[src/rtl/rev_mult_seq_if.sv]
// Operand/result handshake bundle for rev_mult_seq.
// master: the producer/consumer side. It offers dual-rail operands and accepts the product.
// slave : the multiplier side. It accepts operands and presents the dual-rail product.
// Signals:
//   in_valid/in_ready     operand handshake
//   a/a_not, b/b_not      dual-rail operands, WIDTH bits each
//   out_valid/out_ready   product handshake
//   p/p_not               dual-rail product, 2*WIDTH bits
interface rev_mult_seq_if #(
    parameter int unsigned WIDTH = 8
);
    logic                   in_valid;
    logic                   in_ready;
    logic [WIDTH-1:0]       a;
    logic [WIDTH-1:0]       a_not;
    logic [WIDTH-1:0]       b;
    logic [WIDTH-1:0]       b_not;
    logic                   out_valid;
    logic                   out_ready;
    logic [2*WIDTH-1:0]     p;
    logic [2*WIDTH-1:0]     p_not;

    modport master (
        output in_valid, a, a_not, b, b_not, out_ready,
        input  in_ready, out_valid, p, p_not
    );

    modport slave (
        input  in_valid, a, a_not, b, b_not, out_ready,
        output in_ready, out_valid, p, p_not
    );
endinterface

[src/rtl/rev_mult_seq.sv]
// Sequential dual-rail multiplier with an optional reversible uncompute pass.
// The forward pass adds one shifted partial-product row per cycle. The product is then held
// on dual-rail outputs until it is accepted. With UNCOMPUTE=1 the rows are then subtracted
// in reverse order, which returns the accumulator to zero.
// Ports:
//   clk, rst_n   clock (rising edge) and asynchronous active-low reset
//   bus          rev_mult_seq_if.slave: operand and product handshakes, dual-rail data
//   busy         state is not IDLE
//   rail_err     sticky: an operand pair with an invalid rail pair was rejected
//   unc_done     1-cycle pulse when the uncompute pass finishes
//   unc_err      sticky: accumulator was nonzero at the end of the uncompute pass
module rev_mult_seq #(
    parameter int unsigned WIDTH     = 8,
    parameter bit          UNCOMPUTE = 1'b1
) (
    input  logic          clk,
    input  logic          rst_n,
    rev_mult_seq_if.slave bus,
    output logic          busy,
    output logic          rail_err,
    output logic          unc_done,
    output logic          unc_err
);
    localparam int unsigned PW = 2 * WIDTH;
    localparam int unsigned CW = (WIDTH > 1) ? $clog2(WIDTH) : 1;
    localparam logic [CW-1:0] CntMax = CW'(WIDTH - 1);

    typedef enum logic [1:0] {StIdle, StFwd, StHold, StBwd} state_e;

    state_e           state_q, state_d;
    logic [PW-1:0]    acc_q, acc_d;
    logic [WIDTH-1:0] a_q, a_d;
    logic [WIDTH-1:0] b_q, b_d;
    logic [CW-1:0]    cnt_q, cnt_d;
    logic             rail_err_q, rail_err_d;
    logic             unc_err_q, unc_err_d;
    logic             unc_done_q, unc_done_d;

    logic             rails_ok;
    logic [PW-1:0]    addend;

    // A rail pair is valid only when the two rails differ in every bit.
    assign rails_ok = (&(bus.a ^ bus.a_not)) & (&(bus.b ^ bus.b_not));

    // Row cnt of the partial-product array. The forward and backward passes share it.
    assign addend = b_q[cnt_q] ? ({{WIDTH{1'b0}}, a_q} << cnt_q) : '0;

    always_ff @(posedge clk or negedge rst_n) begin
        if (!rst_n) begin
            state_q    <= StIdle;
            acc_q      <= '0;
            a_q        <= '0;
            b_q        <= '0;
            cnt_q      <= '0;
            rail_err_q <= 1'b0;
            unc_err_q  <= 1'b0;
            unc_done_q <= 1'b0;
        end else begin
            state_q    <= state_d;
            acc_q      <= acc_d;
            a_q        <= a_d;
            b_q        <= b_d;
            cnt_q      <= cnt_d;
            rail_err_q <= rail_err_d;
            unc_err_q  <= unc_err_d;
            unc_done_q <= unc_done_d;
        end
    end

    always_comb begin
        state_d    = state_q;
        acc_d      = acc_q;
        a_d        = a_q;
        b_d        = b_q;
        cnt_d      = cnt_q;
        rail_err_d = rail_err_q;
        unc_err_d  = unc_err_q;
        unc_done_d = 1'b0;

        unique case (state_q)
            StIdle: begin
                if (bus.in_valid) begin
                    if (!rails_ok) begin
                        rail_err_d = 1'b1;
                    end else begin
                        a_d     = bus.a;
                        b_d     = bus.b;
                        acc_d   = '0;
                        cnt_d   = '0;
                        state_d = StFwd;
                    end
                end
            end
            StFwd: begin
                acc_d = acc_q + addend;
                cnt_d = cnt_q + CW'(1);
                if (cnt_q == CntMax) begin
                    state_d = StHold;
                end
            end
            StHold: begin
                if (bus.out_ready) begin
                    if (UNCOMPUTE) begin
                        cnt_d   = CntMax;
                        state_d = StBwd;
                    end else begin
                        acc_d   = '0;
                        state_d = StIdle;
                    end
                end
            end
            StBwd: begin
                acc_d = acc_q - addend;
                cnt_d = cnt_q - CW'(1);
                if (cnt_q == '0) begin
                    state_d    = StIdle;
                    unc_done_d = 1'b1;
                    if (acc_d != '0) begin
                        unc_err_d = 1'b1;
                    end
                end
            end
            default: state_d = StIdle;
        endcase
    end

    always_comb begin
        // in_ready is gated by rst_n so that every output reads 0 while reset is held.
        bus.in_ready  = (state_q == StIdle) & rst_n;
        bus.out_valid = (state_q == StHold);
        // Outside HOLD both rails are 0, which is the null spacer.
        bus.p         = (state_q == StHold) ? acc_q : '0;
        bus.p_not     = (state_q == StHold) ? ~acc_q : '0;
        busy          = (state_q != StIdle);
        rail_err      = rail_err_q;
        unc_done      = unc_done_q;
        unc_err       = unc_err_q;
    end
endmodule
[src/flat_wrapper.sv]
// flat-port wrapper written by rule: the top's interface ports become plain ports
module rev_mult_seq_flat 
#(
    parameter int unsigned WIDTH     = 8,
    parameter bit          UNCOMPUTE = 1'b1
)
  (clk, rst_n, busy, rail_err, unc_done, unc_err, bus_in_valid, bus_a, bus_a_not, bus_b, bus_b_not, bus_out_ready, bus_in_ready, bus_out_valid, bus_p, bus_p_not);
  rev_mult_seq_if #(.WIDTH(WIDTH)) bus_i ();
  input  logic clk;
  input  logic rst_n;
  output logic busy;
  output logic rail_err;
  output logic unc_done;
  output logic unc_err;
  input wire logic [$bits(bus_i.in_valid)-1:0] bus_in_valid;
  input wire logic [$bits(bus_i.a)-1:0] bus_a;
  input wire logic [$bits(bus_i.a_not)-1:0] bus_a_not;
  input wire logic [$bits(bus_i.b)-1:0] bus_b;
  input wire logic [$bits(bus_i.b_not)-1:0] bus_b_not;
  input wire logic [$bits(bus_i.out_ready)-1:0] bus_out_ready;
  output wire logic [$bits(bus_i.in_ready)-1:0] bus_in_ready;
  output wire logic [$bits(bus_i.out_valid)-1:0] bus_out_valid;
  output wire logic [$bits(bus_i.p)-1:0] bus_p;
  output wire logic [$bits(bus_i.p_not)-1:0] bus_p_not;
  assign bus_i.in_valid = bus_in_valid;
  assign bus_i.a = bus_a;
  assign bus_i.a_not = bus_a_not;
  assign bus_i.b = bus_b;
  assign bus_i.b_not = bus_b_not;
  assign bus_i.out_ready = bus_out_ready;
  assign bus_in_ready = bus_i.in_ready;
  assign bus_out_valid = bus_i.out_valid;
  assign bus_p = bus_i.p;
  assign bus_p_not = bus_i.p_not;
  rev_mult_seq #(.WIDTH(WIDTH), .UNCOMPUTE(UNCOMPUTE)) u_core (.clk(clk), .rst_n(rst_n), .bus(bus_i), .busy(busy), .rail_err(rail_err), .unc_done(unc_done), .unc_err(unc_err));
endmodule
[config.mk]
export PLATFORM = sky130hd
export DESIGN_NAME = rev_mult_seq_flat
export DESIGN_NICKNAME = d
export VERILOG_FILES = /design/src/rtl/rev_mult_seq_if.sv /design/src/rtl/rev_mult_seq.sv /design/src/flat_wrapper.sv
export SDC_FILE = /design/constraint.sdc
export NUM_CORES = 1
export LEC_CHECK = 0
export ABC_AREA = 1
export CAP_MARGIN = 20
export CELL_PAD_IN_SITES_DETAIL_PLACEMENT = 0
export CELL_PAD_IN_SITES_GLOBAL_PLACEMENT = 1
export CORE_MARGIN = 5
export CORE_UTILIZATION = 38
export CTS_BUF_LIST = sky130_fd_sc_hd__clkbuf_2
export CTS_CLUSTER_DIAMETER = 120
export DETAILED_ROUTE_END_ITERATION = 10
export PLACE_DENSITY_LB_ADDON = 0.1
export SLEW_MARGIN = 0
export SYNTH_ARGS = -nofsm -noshare
export SYNTH_HDL_FRONTEND = slang
export SYNTH_SLANG_ARGS = --single-unit
[constraint.sdc]
create_clock -name clk -period 3.7 [get_ports clk]
set_input_delay 0.74 -clock clk [delete_from_list [all_inputs] [get_ports clk]]
set_output_delay 0.74 -clock clk [all_outputs]
set_load 0.1 [all_outputs]
==> results of run 1 <==
[worst min-delay path by stage]
stage / start / to / slack (ps) / cells after the start
2_1_floorplan: rst_n / u_core.a_q[0] / 440 / 0
3_3_place_gp: u_core.rail_err / u_core.rail_err / 450 / 1
3_5_place_dp: u_core.rail_err / u_core.rail_err / 460 / 1
4_1_cts: rst_n / u_core.a_q[7] / 250 / 2
5_1_grt: rst_n / u_core.acc_q[8] / 250 / 2
6_report: rst_n / u_core.a_q[7] / 250 / 2
[power by group through the flow]
stage	clock, µW	combinational [µW]	sequential [µW]
floorplan	0	2750	615
global placement	0	3880	633
detailed placement	0	3870	634
CTS	324	3880	626
global route	346	4280	644
finish	317	3890	631
[routing by layer]
layer	GRT usage, %	part of all wire [%]
met5	0	0
met4	6.23	1.7
met3	3.42	3.7
met2	37.8	48
met1	29.3	47
[repair_timing]
item / CTS / global route
resized for setup: 0 / 2
hold buffers: 0 / 0
endpoints found under the setup margin: 0 / 3
[cells in the final DEF (no fill, tap or decap), types with 2 or more instances in the layout]
master,count
a21oi_1,27
a22oi_1,3
and2_1,3
buf_12,16
buf_4,28
clkbuf_2,5
clkdlybuf4s50_1,37
clkinv_1,5
dfrtp_1,39
fa_1,3
ha_1,36
inv_1,102
inv_2,2
mux2i_1,2
nand2_1,286
nand2_4,2
nand3_1,53
nand3b_1,2
nand4_1,10
nor2_1,72
nor2_4,2
nor3_1,9
o21ai_0,43
o21bai_1,2
o22ai_1,3
or2_1,2
or2_2,3
xnor2_1,5
xor2_1,14
[through the flow]
step,util (%),area (µm²),TNS [ps],hold WS [ps]
floorplan,-,4540,-5890,437
global placement,46.6,5520,0,449
detailed placement,46.6,5520,0,465
CTS,47.2,5590,0,249
global route,47.2,5600,0,253
finish,47.2,5600,0,249
[sequential cells by signal, indices dropped and copies added, names as in the netlist]
signal,count
u_core.a_q,8
u_core.acc_q,16
u_core.b_q,8
u_core.cnt_q,3
u_core.rail_err,1
u_core.state_q,2
u_core.unc_done,1
u_core.unc_err,1
[cells in the mapped netlist, drive strengths merged]
cell / instances
o22ai: 3
ha: 36
buf: 14
o21bai: 2
clkbuf: 4
nor2b: 1
a21oi: 28
a32o: 1
nor3: 9
nand3: 55
a31o: 1
inv: 104
nand3b: 2
clkinv: 6
fa: 3
o31ai: 1
xnor2: 5
xor2: 14
nor2: 75
dfrtp: 40
mux2i: 2
nand4: 10
and3: 1
o21ai: 44
nand2: 288
and2: 3
or2: 5
a22oi: 3
[final cells by class]
| type | count | area (µm²) | share of cell area [%] |
|---|---|---|---|
| Clock buffer | 5 | 25.0 | 0.447 |
| Clock inverter | 3 | 46.3 | 0.827 |
| Inverter | 110 | 418 | 7.47 |
| Multi-Input combinational cell | 592 | 3020 | 53.9 |
| Sequential cell | 40 | 1000 | 17.9 |
| Tap cell | 147 | 184 | 3.29 |
| Timing Repair Buffer | 82 | 906 | 16.2 |
[cells by family after synthesis]
family | count (synthesis)
AO/OA/AOI/OAI | 83
XOR/XNOR | 19
adder cells (fa/ha/maj) | 39
buffers and inverters | 128
flip-flops | 40
multiplexers | 2
AND/OR/NAND/NOR | 449
[critical path: cells and delay by family (launching register included)]
kind / cells / cell delay (ps)
simple gates: 15 / 1920
compound gates: 2 / 210
fa+ha+maj: 1 / 520
flops: 1 / 560
buf+inv: 1 / 150
==> run metrics, run 1 <==
status complete, no violations; WP data arrival about 3800 ps; Synth Area in Compound Gates just under 10%; Switching Power ~3000 µW; worst setup path class flop to flop; worst reg2reg endpoint u_core.unc_err; post-synthesis cell type count 40; Clock Power Share approximately 6.5%; PortBufs 73; synth-to-layout area growth 23.4%; crit end category flop; Fill cells around 1200; total chip power 4830 µW; crit-path most repeated cell nand2_1; Worst Skew between 50 and 60 ps; Final WS setup a little over 300 ps; drt first pass iters 7; Sequential Power Share 13.1%; xor/xnor share of the synthesized area under 10%; part of the cycle the worst path needs roughly nine tenths; largest net degree at the start of global routing 41; die area between 10000 and 15000 µm²; DRC violations left 0; Rel. slew slack a little over a third; cell accounting for the most synthesized area nand2_1; Startpoint Class flop; f_max just under 300 MHz; RePlAce Congestion 0.879; sw frac between 60% and 70%; fraction of layout instances using a drive strength above 1 just over 8%; Req. time, crit path between 4000 and 5000 ps; initial drt markers slightly below 300; worst min path class input pin to async pin; cell internal pwr 1790 µW; Max Cap Viol 0; Critical Path Sink u_core.unc_err; Avg Inst Size Synth 5.97 µm²; DRT Wirelength 15.4 mm; Post-DRT Antenna Nets 0; via count around 4900; gr ovfl total 0; Die Width between 100 and 150 µm; slowest CP cell dfrtp_2; Boundary Pins between 70 and 80; worst-margin pin slew a little under 1000 ps; CTS max path bufs 2; Place WS approximately 170 ps; Crit Reg-Reg Startpoint u_core.cnt_q[1]; delay of the slowest critical-path stage approximately 560 ps; first-pass GRT wire length between 20 and 30 mm; sequential area share after synthesis 22.1%; worst-path fanout max 16; Worst setup startpoint u_core.cnt_q[1]; synthesis-stage register bit count 40; num rows 40; vias per cell between 5 and 6; clk slew on worst S/H paths between 300 and 400 ps; placed insts about 970; post-synth top area share around a quarter; Final Hold Vio Count 0; CTS tree yes; synthesized cell area between 4000 and 5000 µm²; initial antenna violation count 0; top cells by area, synth nand2_1 24%, dfrtp_1 22%, ha_1 9.9%; vias in the first global route roughly 4900; Initial Utilization a little under two fifths; fin nets 906; post-synthesis mux area share 0.441%; Finished Layout Cells 979; CTS Root Cell clkbuf_2; crit path time final between 3000 and 4000 ps; Pwr Density 863 nW/µm²; Slew Limit Fails 0; leakage between 0.003 and 0.004 µW; Total GRT Usage between 20% and 30%; Max rail drop VDD around 0.7 mV; RSZ-0062 raised after global routing no; n_diodes 0; H-tree Lvls 2; worst skew pair latency around 520 ps; WL/cell ~16 µm; clock buffer count from CTS 5; setup repair bufs after CTS 0; synth warn 0; Comb pwr share 80.4%; simple-gate share of the synthesized area between 40% and 50%; Gate Count Post-Synth 760; FF-to-FF setup slack slightly above 300 ps; die height ~120 µm; largest family of logic cells by synthesized area simple AND/OR/NAND/NOR gates; clock sink total 40; syn_nets 835; Finish-stage setup viols 0; adder-cell share of the synthesized area between 10% and 20%; hpwl dp between 10 and 15 mm; core area about 12000 µm²; ordered cell list for the critical path nor2_2 > a22oi_1 > o21ai_0 > nand2_1 > nor3_1 > inv_1 > fa_1 > nand2_1 > nand2_1 > nand3_1 > nand2_1 > nand2_1 > nand3_1 > nand2_1 > nand2_1 > nor2_1 > nand3_1 > nand2_1 > nand2_1; cells on worst reg2reg path 19
Note: power is estimated with default switching activity, not from simulation.
==> run 2: changes to the inputs <==
--- a/config.mk
+++ b/config.mk
@@ -14,7 +14,9 @@
 export CTS_BUF_LIST = sky130_fd_sc_hd__clkbuf_2
 export CTS_CLUSTER_DIAMETER = 120
 export DETAILED_ROUTE_END_ITERATION = 10
+export GPL_ROUTABILITY_DRIVEN = 0
 export PLACE_DENSITY_LB_ADDON = 0.1
+export REMOVE_ABC_BUFFERS = 1
 export SLEW_MARGIN = 0
 export SYNTH_ARGS = -nofsm -noshare
 export SYNTH_HDL_FRONTEND = slang
==> run 2 against run 1 <==
Effect of this change:
- non-clock buffer count down 2
- combinational power about the same
- die area unchanged
- first-iteration DRC count rose by 32%
- clock skew down 31 ps
- critical endpoint unchanged
- largest cell class unchanged
==> run metrics, run 2 (same netlist as run 1, synthesis figures left out) <==
CTS tree yes (unchanged); DRC violations left 0 (unchanged); fin nets 904 (was 906); gr ovfl total 0 (unchanged); Post-DRT Antenna Nets 0 (unchanged); Finish-stage setup viols 0 (unchanged); clock buffer count from CTS 5 (unchanged); DRT Wirelength 14.7 mm (was 15.4 mm); WP data arrival 3670 ps (was 3830 ps); num rows 40 (unchanged); cells on worst reg2reg path 19 (unchanged); Switching Power 3020 µW (was 3050 µW); Worst Skew 28.0 ps (was 58.8 ps); CTS max path bufs 2 (unchanged); largest net degree at the start of global routing 41 (unchanged); clk slew on worst S/H paths 240 ps (was 320 ps); final core occ 46.9% (was 47.2%); n_diodes 0 (unchanged); f_max 304 MHz (was 294 MHz); initial drt markers 392 (was 297); status complete, no violations (unchanged); synth-to-layout area growth 22.5% (was 23.4%); first-pass GRT wire length 24.3 mm (was 25.3 mm); Max rail drop VDD 0.614 mV (was 0.700 mV); crit end category flop (unchanged); H-tree Lvls 2 (unchanged); worst min path class input pin to async pin (unchanged); Die Width 119 µm (unchanged); Boundary Pins 74 (unchanged); # hold bufs at CTS 0 (unchanged); WL/cell 15.1 µm (was 15.7 µm); drt first pass iters 5 (was 7); fraction of layout instances using a drive strength above 1 8.32% (was 8.29%); Crit Reg-Reg Startpoint u_core.cnt_q[0] (was u_core.cnt_q[1]); initial antenna violation count 0 (unchanged); Pwr Density 852 nW/µm² (was 863 nW/µm²); Largest regs u_core.acc_q x16, u_core.a_q x8, u_core.b_q x8 (unchanged); worst setup path class flop to flop (unchanged); Comb pwr share 82.7% (was 80.4%); Fill cells 1298 (was 1224); most frequent cells in the layout 286 x nand2_1, 102 x inv_1, 71 x nor2_1 (was 286 x nand2_1, 102 x inv_1, 72 x nor2_1); vias per cell 5.04 (was 5.03); die height 119 µm (unchanged); Sequential Power Share 13.0% (was 13.1%); Req. time, crit path 4080 ps (was 4130 ps); Max Cap Viol 0 (unchanged); core area 11900 µm² (unchanged); worst reg2reg endpoint u_core.unc_err (unchanged); part of the cycle the worst path needs 89.0% (was 91.8%); worst skew pair latency 440 ps (was 520 ps); CTS Root Cell clkbuf_2 (unchanged); die area 14200 µm² (unchanged); Clock Power Share 4.3% (was 6.5%); max reg flops 16 (unchanged); Final Hold Vio Count 0 (unchanged); FF-to-FF setup slack 410 ps (was 300 ps); cell internal pwr 1720 µW (was 1790 µW); Setup TNS 0 ps (unchanged); Total GRT Usage 21.2% (was 22.3%); Rel. slew slack 34.3% (was 34.9%); hpwl dp 12.2 mm (was 12.5 mm); Largest Register u_core.acc_q (unchanged); PortBufs 73 (unchanged); via count 4920 (was 4924); worst-path fanout max 9 (was 16); hold_ws 331 ps (was 249 ps); clock sink total 40 (unchanged); ordered cell list for the critical path clkinv_1 > nor2_1 > a22oi_1 > o21ai_0 > nand2_1 > a21oi_1 > inv_1 > ha_2 > nand2_1 > nand2_1 > nand2_1 > nand3_1 > nand2_1 > nand2_1 > xor2_1 > nor2_1 > nand3_1 > nand2_1 > nand2_1 (was nor2_2 > a22oi_1 > o21ai_0 > nand2_1 > nor3_1 > inv_1 > fa_1 > nand2_1 > nand2_1 > nand3_1 > nand2_1 > nand2_1 > nand3_1 > nand2_1 > nand2_1 > nor2_1 > nand3_1 > nand2_1 > nand2_1); Slew Limit Fails 0 (unchanged); worst-margin pin slew 982 ps (was 973 ps); vias in the first global route 4807 (was 4939); crit path time final 3290 ps (was 3400 ps); delay of the slowest critical-path stage 510 ps (was 560 ps); Initial Utilization 38.2% (unchanged); crit-path most repeated cell nand2_1 (unchanged); most common cell after layout, fill and taps aside nand2_1 (unchanged); leakage 0.00315 µW (was 0.00318 µW); sw frac 63.8% (was 63.0%); Startpoint Class flop (unchanged); slowest CP cell dfrtp_1 (was dfrtp_2)
==> run 2: cell type report <==
| class | count | area, µm² | share of cell area [%] |
|---|---|---|---|
| well taps | 147 | 184 | 3.31 |
| clock buffers | 5 | 25.0 | 0.450 |
| multi-input cells | 592 | 3030 | 54.4 |
| repair buffers | 80 | 891 | 16.0 |
| clock inverters | 2 | 12.5 | 0.225 |
| flip-flops and latches | 40 | 1000 | 18.0 |
| inverters | 110 | 418 | 7.52 |
==> run 2: power groups by stage <==
stage          logic, µW  clock network [µW]  registers [µW]
3_5_place_dp        3910                   0             619
3_3_place_gp        3900                   0             615
2_1_floorplan       2650                   0             653
5_1_grt             4300                 225             630
6_report            3920                 202             616
4_1_cts             3920                 209             610
==> run 2: per-layer routing <==
metal / vias to the layer above / global-route usage, % / wire, µm
met5: - / 0 / 0
met4: 0 / 5.72 / 289
met1: 2256 / 27.4 / 6530
met3: 16 / 2.52 / 752
li1: 2505 / - / -
met2: 143 / 37.3 / 7160
==> run 2: timing repair <==
item | 4_1_cts | 5_1_grt
buffers inserted | 0 | 0
gates resized for setup | 0 | 5
endpoints found under the setup margin | 0 | 7
==> run 2: worst max-delay path: cells and delay by family (launching register included) <==
kind	cells	cell delay, ps
flip-flops	1	510
AND/OR/NAND/NOR	12	1180
AO/OA/AOI/OAI	3	520
XOR/XNOR	1	370
adder cells (fa/ha/maj)	1	440
buffers and inverters	2	220
==> run 2: how the worst max path moves through the flow <==
stage / startpoint / to / slack (ps) / cells after the start
6_report: u_core.cnt_q[0] / u_core.unc_err / 410 / 19
5_1_grt: u_core.cnt_q[0] / u_core.unc_err / -5 / 20
4_1_cts: u_core.cnt_q[1] / u_core.unc_err / 230 / 19
3_5_place_dp: u_core.cnt_q[1] / u_core.unc_err / 270 / 19
3_3_place_gp: u_core.cnt_q[1] / u_core.unc_err / 320 / 19
2_1_floorplan: u_core.state_q[0] / bus_p_not[0] / -870 / 4
==> run 2: through the flow <==
stage	power, µW	setup WS [ps]	cell area (µm²)	instances
2_1_floorplan	3300	-866	4430	742
3_3_place_gp	4520	321	5510	969
3_5_place_dp	4530	268	5510	969
4_1_cts	4740	230	5550	976
5_1_grt	5160	-5.45	5560	976
6_report	4740	405	5560	976
